--- config.mk ---
export PLATFORM = sky130hd
export DESIGN_NAME = imem_loader_flat
export DESIGN_NICKNAME = d
export VERILOG_FILES = /design/src/rtl/imem_loader_if.sv /design/src/rtl/imem_loader.sv /design/src/flat_wrapper.sv
export SDC_FILE = /design/constraint.sdc
export NUM_CORES = 1
export LEC_CHECK = 0
export ABC_AREA = 1
export BUFFER_PORTS_ARGS = -buffer_cell sky130_fd_sc_hd__buf_2
export CAP_MARGIN = 25
export CORE_ASPECT_RATIO = 0.9
export CORE_UTILIZATION = 55
export CTS_CLUSTER_SIZE = 10
export DETAILED_ROUTE_END_ITERATION = 10
export GPL_TIMING_DRIVEN = 0
export PLACE_DENSITY = 0.78
export SLEW_MARGIN = 10
export SYNTH_ARGS = -nofsm -noshare
export SYNTH_HDL_FRONTEND = slang
export SYNTH_SLANG_ARGS = --single-unit
export TNS_END_PERCENT = 20
--- constraint.sdc ---
create_clock -name clk -period 2 [get_ports clk]
set_input_delay 0.3 -clock clk [delete_from_list [all_inputs] [get_ports clk]]
set_output_delay 0.3 -clock clk [all_outputs]
set_load 0.005 [all_outputs]
--- src/rtl/imem_loader_if.sv ---
// Write-side bus bundle for imem_loader: the incoming byte stream plus the memory write port.
interface imem_loader_if #(
    parameter int ADDR_W = 9
);
    logic [7:0]        byte_in;
    logic              byte_valid;
    logic              byte_ready;
    logic [ADDR_W-1:0] mem_a;
    logic [31:0]       mem_d;
    logic              mem_we;

    modport master (
        input  byte_in, byte_valid,
        output byte_ready, mem_a, mem_d, mem_we
    );

    modport slave (
        output byte_in, byte_valid,
        input  byte_ready, mem_a, mem_d, mem_we
    );
endinterface

--- src/rtl/imem_loader.sv ---
// Packs a byte stream into 32-bit words and writes them to consecutive instruction memory
// locations, holding the CPU in reset meanwhile. Optional running checksum: IMEM_LOADER_CHECKSUM_EN.
module imem_loader #(
    parameter int ADDR_W     = 9,
    parameter int BASE_ADDR  = 0,
    parameter bit BIG_ENDIAN = 1'b1
) (
    input  logic              clk,
    input  logic              rst_n,
    input  logic              start,
    input  logic [ADDR_W:0]   len,
    imem_loader_if.master     bus,
    output logic              busy,
    output logic              done,
    output logic              cpu_hold
`ifdef IMEM_LOADER_CHECKSUM_EN
    ,
    output logic [31:0]       checksum
`endif
);
    typedef enum logic [1:0] {S_IDLE, S_RECV, S_WRITE, S_DONE} state_t;

    localparam logic [ADDR_W-1:0] BASE = ADDR_W'(BASE_ADDR);
    localparam logic [ADDR_W:0]   ONE  = (ADDR_W+1)'(1);

    state_t            state;
    logic [ADDR_W:0]   len_q;
    logic [ADDR_W:0]   word_cnt;
    logic [1:0]        byte_cnt;
    logic [31:0]       word_buf;
    logic [31:0]       next_word;

    always_comb begin
        next_word = BIG_ENDIAN ? {word_buf[23:0], bus.byte_in}
                               : {bus.byte_in, word_buf[31:8]};
    end

    // All outputs are registered; they change together with the state they belong to.
    always_ff @(posedge clk or negedge rst_n) begin
        if (!rst_n) begin
            state          <= S_IDLE;
            bus.byte_ready <= 1'b0;
            bus.mem_a      <= BASE;
            bus.mem_d      <= '0;
            bus.mem_we     <= 1'b0;
            busy           <= 1'b0;
            done           <= 1'b0;
            cpu_hold       <= 1'b0;
            len_q          <= '0;
            word_cnt       <= '0;
            byte_cnt       <= '0;
            word_buf       <= '0;
`ifdef IMEM_LOADER_CHECKSUM_EN
            checksum       <= '0;
`endif
        end else begin
            case (state)
                S_IDLE: begin
                    if (start) begin
                        busy      <= 1'b1;
                        cpu_hold  <= 1'b1;
                        word_cnt  <= '0;
                        byte_cnt  <= '0;
                        bus.mem_a <= BASE;
`ifdef IMEM_LOADER_CHECKSUM_EN
                        checksum  <= '0;
`endif
                        if (len != '0) begin
                            len_q          <= len;
                            bus.byte_ready <= 1'b1;
                            state          <= S_RECV;
                        end else begin
                            done  <= 1'b1;
                            state <= S_DONE;
                        end
                    end
                end
                S_RECV: begin
                    if (bus.byte_valid && bus.byte_ready) begin
                        word_buf <= next_word;
                        byte_cnt <= byte_cnt + 2'd1;
                        if (byte_cnt == 2'd3) begin
                            bus.byte_ready <= 1'b0;
                            bus.mem_d      <= next_word;
                            bus.mem_we     <= 1'b1;
                            state          <= S_WRITE;
                        end
                    end
                end
                S_WRITE: begin
                    bus.mem_we <= 1'b0;
`ifdef IMEM_LOADER_CHECKSUM_EN
                    checksum   <= checksum + bus.mem_d;
`endif
                    // mem_a wraps naturally at the top of the address space
                    if (word_cnt == len_q - ONE) begin
                        done  <= 1'b1;
                        state <= S_DONE;
                    end else begin
                        word_cnt       <= word_cnt + ONE;
                        bus.mem_a      <= bus.mem_a + 1'b1;
                        bus.byte_ready <= 1'b1;
                        state          <= S_RECV;
                    end
                end
                S_DONE: begin
                    done     <= 1'b0;
                    busy     <= 1'b0;
                    cpu_hold <= 1'b0;
                    state    <= S_IDLE;
                end
                default: state <= S_IDLE;
            endcase
        end
    end
endmodule

--- src/flat_wrapper.sv ---
// flat-port wrapper written by rule: the top's interface ports become plain ports
module imem_loader_flat 
#(
    parameter int ADDR_W     = 9,
    parameter int BASE_ADDR  = 0,
    parameter bit BIG_ENDIAN = 1'b1
)
  (clk, rst_n, start, len, busy, done, cpu_hold, bus_byte_in, bus_byte_valid, bus_byte_ready, bus_mem_a, bus_mem_d, bus_mem_we);
  imem_loader_if #(.ADDR_W(ADDR_W)) bus_i ();
  input  logic clk;
  input  logic rst_n;
  input  logic start;
  input  logic [ADDR_W:0] len;
  output logic busy;
  output logic done;
  output logic cpu_hold;
  input wire logic [$bits(bus_i.byte_in)-1:0] bus_byte_in;
  input wire logic [$bits(bus_i.byte_valid)-1:0] bus_byte_valid;
  output wire logic [$bits(bus_i.byte_ready)-1:0] bus_byte_ready;
  output wire logic [$bits(bus_i.mem_a)-1:0] bus_mem_a;
  output wire logic [$bits(bus_i.mem_d)-1:0] bus_mem_d;
  output wire logic [$bits(bus_i.mem_we)-1:0] bus_mem_we;
  assign bus_i.byte_in = bus_byte_in;
  assign bus_i.byte_valid = bus_byte_valid;
  assign bus_byte_ready = bus_i.byte_ready;
  assign bus_mem_a = bus_i.mem_a;
  assign bus_mem_d = bus_i.mem_d;
  assign bus_mem_we = bus_i.mem_we;
  imem_loader #(.ADDR_W(ADDR_W), .BASE_ADDR(BASE_ADDR), .BIG_ENDIAN(BIG_ENDIAN)) u_core (.clk(clk), .rst_n(rst_n), .start(start), .len(len), .bus(bus_i), .busy(busy), .done(done), .cpu_hold(cpu_hold));
endmodule
==> results.rst, run 1 <==
.. list-table::
   :header-rows: 1

   * - Metric
     - Value
   * - Gate count after technology mapping
     - 525
   * - Fin Hold WS
     - 0.1523 ns
   * - Site Rows
     - 30
   * - Top routing layer in use
     - met4
   * - Area growth from synthesis to final layout
     - 18.76%
   * - Cell taking the most area after synthesis
     - sky130_fd_sc_hd__dfrtp_1
   * - Final-layout fill cell count
     - 605
   * - Maximum number of pins on one net before global-route repair
     - 54
   * - Post-Route M1 WL
     - 4.815 mm
   * - Maximum operating frequency
     - 0.5090 GHz
   * - H-tree depth
     - 3
   * - WL/cell
     - 14.26 um
   * - Worst Hold Launch
     - bus_byte_in[5]
   * - Count of port buffers added during placement
     - 67
   * - Final-report hold violation count
     - 0
   * - Global-route wire length before repair
     - 16.30 mm
   * - Fraction of layout instances using a drive strength above 1
     - 22.37%
   * - Die ar.
     - 8340 um^2
   * - Distinct cell type count after synthesis
     - 30
   * - Worst setup SP type
     - register
   * - Area taken by multi-input logic gates
     - 1794 um^2
   * - Total Power
     - 5612 uW
   * - Maximum buffer depth of the clock tree
     - 2
   * - Actual slew at the worst max-slew pin
     - 0.7045 ns
   * - Number of DRC violations after detailed routing
     - 0
   * - Kind of critical path
     - reg2reg
   * - Part of the cycle the worst path needs
     - 98.23%
   * - Chip Width
     - 96.15 um
   * - Fraction of power consumed by the clock network
     - 21.7%
   * - Placed Cells
     - 689
   * - Worst Setup SP
     - u_core.len_q[1]
   * - Crit path buf inv count
     - 2
   * - Area taken by flip-flops and latches
     - 2327 um^2
   * - Fin crit period
     - 1.965 ns
   * - Remaining global-route overflow
     - 0
   * - CP dominant cell by count
     - sky130_fd_sc_hd__nand2_1
   * - Worst min-delay path category
     - in2reg
   * - Height of the die
     - 86.74 um
   * - Post-route cell area
     - 5211 um^2
   * - Maximum clock skew at final layout
     - 0.005841 ns
   * - Clk Latency, worst-skew pair
     - 0.37 ns
   * - Slew margin rel.
     - 53.03%
   * - Post-DP HPWL
     - 6.897 mm
   * - Placement Cell Area
     - 4866 um^2
   * - Fraction of synthesized cell area taken by the top area cell type
     - 53.04%
   * - Number of antenna diodes
     - 0
   * - Power per standard cell area
     - 1077 nW/um^2
   * - Leak Pwr
     - 0.002785 uW
   * - Number of top-level pins
     - 68
   * - Logic pwr share
     - 29.8%
   * - TritonCTS clock tree
     - built
   * - Top area cells in the synthesized netlist
     - sky130_fd_sc_hd__dfrtp_1 (53%), sky130_fd_sc_hd__nand2_1 (13%), sky130_fd_sc_hd__o21ai_0 (6.2%)
   * - Final-report max-slew violation count
     - 0
   * - Met3 Wirelength
     - 586 um
   * - Slowest library cell on the worst path
     - sky130_fd_sc_hd__dfrtp_1
   * - Register-to-Register Setup Slack
     - 0.04 ns
   * - Antenna violations before repair
     - 0
   * - Ranking of synthesized cells by instance count
     - sky130_fd_sc_hd__nand2_1 (151), sky130_fd_sc_hd__dfrtp_1 (93), sky130_fd_sc_hd__inv_1 (59)
   * - Status
     - finished, final reports clean
   * - Final Instance Count excl. Fillers
     - 713
   * - Kind of cell with the highest combined delay on the critical path
     - simple AND/OR/NAND/NOR gates
   * - Core Box Area
     - 7620 um^2
   * - Reg2reg end
     - u_core.bus.mem_a[8]
   * - Average cell area after synthesis
     - 8.358 um^2
   * - Critical-path cell list
     - buf_4 > nor2_2 > nand2_1 > nor2_2 > nand2_1 > nand2_1 > nand2_1 > nor2_1 > nand3_2 > nand2_4 > buf_4 > nand3_1 > nand2_1
   * - Power Internal
     - 3598 uW
   * - Nets
     - 638
   * - Capturing element type of the critical path
     - register
   * - Cell count of the worst reg-to-reg path
     - 13
   * - Fraction of synthesis flops using an asynchronous set or reset pin
     - 100.0%
   * - Worst r2r src
     - u_core.len_q[1]
   * - CTS buffer count
     - 9
   * - Count of state elements after synthesis
     - 93
   * - DRT antenna net count
     - 0
   * - Power spent charging and discharging nets
     - 2014 uW
   * - Clock transition at path regs
     - 0.09 ns
   * - Number of warnings reported in the yosys synthesis log
     - 0
   * - Sequential share of the synthesized area
     - 53.04%
   * - Total routed wirelength
     - 10.17 mm
   * - Setup repair after global routing missed its margin
     - true
   * - Most frequently used flop master after synthesis
     - sky130_fd_sc_hd__dfrtp_1
   * - Worst voltage drop across the vdd grid
     - 0.6123 mV
   * - Global Route Usage Sum
     - 25.89%
   * - Root Driver
     - sky130_fd_sc_hd__clkbuf_8
   * - Switching portion of total power
     - 35.89%
   * - Min-Delay Path Depth
     - 3
   * - Global placer's final weighted congestion
     - 0.8567
   * - Detailed-route vias per instance
     - 5.215
   * - Final setup vio count
     - 0
   * - Total number of clock tree sinks
     - 93
   * - Peak fanout along the critical path
     - 10
   * - Endpoint with the worst hold slack
     - u_core.word_buf[5]
   * - Critical path's largest stage delay
     - 0.40 ns
   * - Via count of the first global-routing pass
     - 3,511
   * - Worst endpoint required time
     - 2.31 ns
   * - Violation count after the first detailed-route iteration
     - 368
   * - Max cap viols
     - 0
   * - Starting Density
     - 57.59%
   * - Total standard cell area after synthesis
     - 4388 um^2
   * - Number of flops mapped to enable cells by yosys
     - 0
   * - Router iterations before antenna repair
     - 4
   * - Sequential Power Share
     - 48.5%
   * - Worst EP arrival
     - 2.27 ns
   * - Summed negative setup slack over all endpoints
     - 0 ns
   * - Top-count cell post-synth
     - sky130_fd_sc_hd__nand2_1
   * - Via total after detailed routing
     - 3,718
   * - Net count after synthesis
     - 551
   * - Detail Route met2 WL
     - 4.473 mm
## worst reg2reg max path, cell delays in order (launching register included)
cell and delay, ns:
sky130_fd_sc_hd__dfrtp_1 0.40, sky130_fd_sc_hd__buf_4 0.14, sky130_fd_sc_hd__nor2_2 0.13, sky130_fd_sc_hd__nand2_1 0.11, sky130_fd_sc_hd__nor2_2 0.15, sky130_fd_sc_hd__nand2_1 0.07, sky130_fd_sc_hd__nand2_1 0.05, sky130_fd_sc_hd__nand2_1 0.06
sky130_fd_sc_hd__nor2_1 0.16, sky130_fd_sc_hd__nand3_2 0.12, sky130_fd_sc_hd__nand2_4 0.12, sky130_fd_sc_hd__buf_4 0.18, sky130_fd_sc_hd__nand3_1 0.11, sky130_fd_sc_hd__nand2_1 0.11
## area by class of cell
cell class / count / area share (%)
flip-flops and latches: 93 / 44.66
multi-input cells: 350 / 34.43
repair buffers: 76 / 8.211
inverters: 62 / 4.466
clock buffers: 10 / 2.641
well taps: 96 / 2.305
plain buffers: 20 / 2.257
clock inverters: 6 / 1.032
## worst max path at each step
stage / cells past startpoint / slack (ns) / end
2_1_floorplan: 16 / 0.22 / u_core.bus.mem_a[5]
3_3_place_gp: 1 / -0.23 / u_core.len_q[7]
3_5_place_dp: 16 / -0.06 / u_core.bus.mem_a[5]
4_1_cts: 16 / 0.02 / u_core.bus.mem_a[5]
5_1_grt: 14 / -0.07 / u_core.bus.mem_a[6]
6_report: 13 / 0.04 / u_core.bus.mem_a[8]
## kinds of logic after synthesis
family	count (synthesis)	share of synthesized area [%]
compound gates	66	7.728
xor+xnor	17	3.393
fa+ha+maj	4	1.141
buf+inv	82	7.813
flops	93	53.04
mux	10	2.823
simple gates	253	24.07
## cell usage in the layout (no fill, tap or decap), types with 3 or more instances in the layout
cell type and instances:
sky130_fd_sc_hd__a21oi_1 9, sky130_fd_sc_hd__buf_2 69, sky130_fd_sc_hd__buf_4 9, sky130_fd_sc_hd__buf_6 4
sky130_fd_sc_hd__clkbuf_1 10, sky130_fd_sc_hd__clkbuf_8 10, sky130_fd_sc_hd__dfrtp_1 93, sky130_fd_sc_hd__ha_1 3
sky130_fd_sc_hd__inv_1 58, sky130_fd_sc_hd__inv_2 4, sky130_fd_sc_hd__inv_6 3, sky130_fd_sc_hd__mux2_2 7
sky130_fd_sc_hd__mux2_4 3, sky130_fd_sc_hd__nand2_1 139, sky130_fd_sc_hd__nand2_2 10, sky130_fd_sc_hd__nand2_4 3
sky130_fd_sc_hd__nand3_1 40, sky130_fd_sc_hd__nand4_1 4, sky130_fd_sc_hd__nor2_1 41, sky130_fd_sc_hd__nor2_2 7
sky130_fd_sc_hd__nor3b_1 4, sky130_fd_sc_hd__o21ai_0 54, sky130_fd_sc_hd__xnor2_1 6, sky130_fd_sc_hd__xor2_1 11
## per-stage QoR
stage	worst slack (ns)	utilization (%)
final	0.03535	68.39
after global routing	-0.07341	68.39
after CTS	0.01672	66.77
after detailed placement	-0.05987	63.86
after global placement	-0.2292	63.56
after floorplan	0.2198	-
## flip-flops by register name, summed over array words and instances (netlist names)
name / cells
u_core.byte_cnt: 2
u_core.busy: 1
u_core.word_cnt: 10
u_core.state: 2
u_core.bus.mem_d: 32
u_core.done: 1
u_core.word_buf: 24
u_core.bus.byte_ready: 1
u_core.len_q: 10
u_core.bus.mem_a: 9
u_core.bus.mem_we: 1
## per-layer routing
layer	global-route usage [%]	vias to the layer above
li1	-	1830
met1	36.72	1748
met2	38.10	110
met3	6.053	30
met4	10.99	0
met5	0	-
## repair_timing
item                       CTS  global route
gates cloned                 0             1
hold endpoints to repair    52             0
setup buffers                1             5
setup endpoints to repair   11            21
gates resized for setup      2            26
pin swaps                    0             8
hold buffers                 1             0
## power groups by stage
stage,Sequential [uW],Clock (uW),Combinational (uW)
2_1_floorplan,2690,0,1030
3_3_place_gp,2730,0,1470
3_5_place_dp,2750,0,1530
4_1_cts,2710,1250,1610
5_1_grt,2780,1310,1930
6_report,2720,1220,1670
(Power assumes the default switching activity.)
==> run 2, diff against run 1 <==
--- a/config.mk
+++ b/config.mk
@@ -9,6 +9,7 @@
 export BUFFER_PORTS_ARGS = -buffer_cell sky130_fd_sc_hd__buf_2
 export CAP_MARGIN = 25
 export CORE_ASPECT_RATIO = 0.9
+export CORE_MARGIN = 4
 export CORE_UTILIZATION = 55
 export CTS_CLUSTER_SIZE = 10
 export DETAILED_ROUTE_END_ITERATION = 10
==> results.rst, run 2 (same netlist as run 1, synthesis figures left out) <==
.. list-table::
   :header-rows: 1

   * - Metric
     - Value
   * - Global Route Usage Sum
     - 22.57%
   * - Kind of critical path
     - reg2reg
   * - Part of the cycle the worst path needs
     - 98.27%
   * - Antenna violations before repair
     - 0
   * - Status
     - finished, final reports clean
   * - Worst min-delay path category
     - in2reg
   * - Count of port buffers added during placement
     - 67
   * - Met3 Wirelength
     - 598 um
   * - Largest register by flop count
     - u_core.bus.mem_d
   * - Highest-count cells in the layout ignoring fill and taps
     - sky130_fd_sc_hd__nand2_1 (142), sky130_fd_sc_hd__dfrtp_1 (93), sky130_fd_sc_hd__buf_2 (69), sky130_fd_sc_hd__inv_1 (55), sky130_fd_sc_hd__o21ai_0 (54)
   * - Clk Latency, worst-skew pair
     - 0.36 ns
   * - Root Driver
     - sky130_fd_sc_hd__clkbuf_8
   * - Clock transition at path regs
     - 0.09 ns
   * - Final setup vio count
     - 0
   * - Final-report hold violation count
     - 0
   * - Violation count after the first detailed-route iteration
     - 301
   * - Critical path's largest stage delay
     - 0.42 ns
   * - Reg2reg end
     - u_core.word_cnt[3]
   * - Crit path buf inv count
     - 2
   * - WL/cell
     - 14.60 um
   * - Remaining global-route overflow
     - 0
   * - Peak fanout along the critical path
     - 10
   * - Height of the die
     - 92.74 um
   * - Chip Width
     - 102.2 um
   * - Actual slew at the worst max-slew pin
     - 0.5284 ns
   * - Maximum clock skew at final layout
     - 0.009996 ns
   * - Global-route wire length before repair
     - 16.95 mm
   * - Endpoint with the worst hold slack
     - u_core.word_buf[3]
   * - Detailed-route vias per instance
     - 5.207
   * - Fin crit period
     - 1.965 ns
   * - Fraction of layout instances using a drive strength above 1
     - 22.49%
   * - Starting Density
     - 57.30%
   * - Router iterations before antenna repair
     - 5
   * - Detail Route met2 WL
     - 4.956 mm
   * - Placed Cells
     - 689
   * - Core Box Area
     - 7657 um^2
   * - Worst voltage drop across the vdd grid
     - 0.7330 mV
   * - Number of antenna diodes
     - 0
   * - Cell count of the worst reg-to-reg path
     - 13
   * - Post-DP HPWL
     - 7.143 mm
   * - Area growth from synthesis to final layout
     - 19.33%
   * - Worst Hold Launch
     - bus_byte_in[3]
   * - Max FFs per register
     - 32
   * - Kind of cell with the highest combined delay on the critical path
     - simple AND/OR/NAND/NOR gates
   * - Top flop regs
     - u_core.bus.mem_d: 32 flops, u_core.word_buf: 24 flops
   * - Maximum operating frequency
     - 0.5088 GHz
   * - Top routing layer in use
     - met4
   * - Nets
     - 639
   * - Number of top-level pins
     - 68
   * - Final Instance Count excl. Fillers
     - 714
   * - Worst setup SP type
     - register
   * - Die ar.
     - 9473 um^2
   * - Register-to-Register Setup Slack
     - 0.03 ns
   * - Site Rows
     - 30
   * - Number of DRC violations after detailed routing
     - 0
   * - Final-report max-slew violation count
     - 0
   * - Slowest library cell on the worst path
     - sky130_fd_sc_hd__dfrtp_1
   * - Max cap viols
     - 0
   * - H-tree depth
     - 3
   * - CTS buffer count
     - 9
   * - Post-Route M1 WL
     - 4.720 mm
   * - Power per standard cell area
     - 1100 nW/um^2
   * - Total routed wirelength
     - 10.42 mm
   * - Fin Hold WS
     - 0.1620 ns
   * - Setup repair after global routing missed its margin
     - true
   * - Worst r2r src
     - u_core.len_q[1]
   * - DRT antenna net count
     - 0
   * - Slew margin rel.
     - 64.77%
   * - Worst EP arrival
     - 2.26 ns
   * - CP dominant cell by count
     - sky130_fd_sc_hd__nand2_1
   * - Via total after detailed routing
     - 3,718
   * - Maximum buffer depth of the clock tree
     - 2
   * - Most common cell after layout, fill and taps aside
     - sky130_fd_sc_hd__nand2_1
   * - Critical-path cell list
     - buf_4 > nor2_4 > nand2_4 > nor2_4 > nand2_1 > nand2_1 > nand2_1 > nor2_2 > nand3_2 > nand2_4 > buf_4 > nand3_1 > nand2_1
   * - Total number of clock tree sinks
     - 93
   * - Via count of the first global-routing pass
     - 3,605
   * - Capturing element type of the critical path
     - register
   * - Global placer's final weighted congestion
     - 0.8837
   * - Final core occ
     - 68.38%
   * - TritonCTS clock tree
     - built
   * - Worst endpoint required time
     - 2.29 ns
   * - Maximum number of pins on one net before global-route repair
     - 63
   * - Leak Pwr
     - 0.002758 uW
   * - Min-Delay Path Depth
     - 3
[run 2: changes by cell type in the layout (fill, tap and decap cells not counted), sizes merged]
| cell | previous run | this run |
|---|---|---|
| buf | 84 | 85 |
| inv | 66 | 63 |
| bufinv | 0 | 1 |
| clkinvlp | 1 | 3 |
[run 2: layout make-up]
| type | instances | area, um^2 |
|---|---|---|
| clock inverter | 6 | 70.07 |
| tap | 96 | 120.1 |
| multi-input combinational | 350 | 1792 |
| timing repair buffer | 77 | 442.9 |
| fill | 621 | 2421 |
| sequential | 93 | 2327 |
| buffer | 20 | 113.9 |
| inverter | 62 | 232.7 |
| clock buffer | 10 | 137.6 |
[run 2: worst max-delay path by stage]
stage	start	to	slack, ns	cells after the start
after floorplan	u_core.len_q[0]	u_core.bus.mem_a[5]	0.22	16
after global placement	rst_n	u_core.len_q[8]	-0.21	1
after detailed placement	len[9]	u_core.len_q[1]	-0.06	8
after CTS	u_core.len_q[0]	u_core.bus.mem_a[5]	0.007	16
after global routing	u_core.len_q[0]	u_core.bus.mem_a[5]	-0.06	16
final	u_core.len_q[1]	u_core.word_cnt[3]	0.03	13
[run 2: through the flow]
step / total power [uW] / setup slack, ns / area, um^2 / setup TNS, ns
after floorplan: 3725 / 0.2198 / 4388 / 0
after global placement: 4222 / -0.2086 / 4843 / -18.97
after detailed placement: 4297 / -0.05677 / 4873 / -0.5797
after CTS: 5651 / 0.006863 / 5109 / 0
after global routing: 6186 / -0.06315 / 5236 / -0.9348
final: 5762 / 0.03452 / 5236 / 0
[run 2: timing repair]
item	CTS	global route
hold buffers	1	0
pin swaps	0	10
setup endpoints to repair	13	20
gates cloned	0	1
endpoints found under the hold margin	31	0
buffers inserted	2	5
gates resized for setup	1	29
[run 2: routing by layer]
metal	global-route usage, %	up-vias
met3	4.593	17
li1	-	1828
met2	33.93	108
met1	32.54	1765
met4	7.869	0
met5	0	-
[run 2: power breakdown]
part           leakage [uW]  internal [uW]  switching (uW)
clock             0.0000951            618             678
sequential          0.00120           2400             339
combinational       0.00146            723            1010
[run 2: worst register-to-register path, delay by kind of cell, from the launching register on]
| kind | cells | cell delay (ns) |
|---|---|---|
| buf+inv | 2 | 0.35 |
| flops | 1 | 0.42 |
| simple gates | 11 | 1.14 |
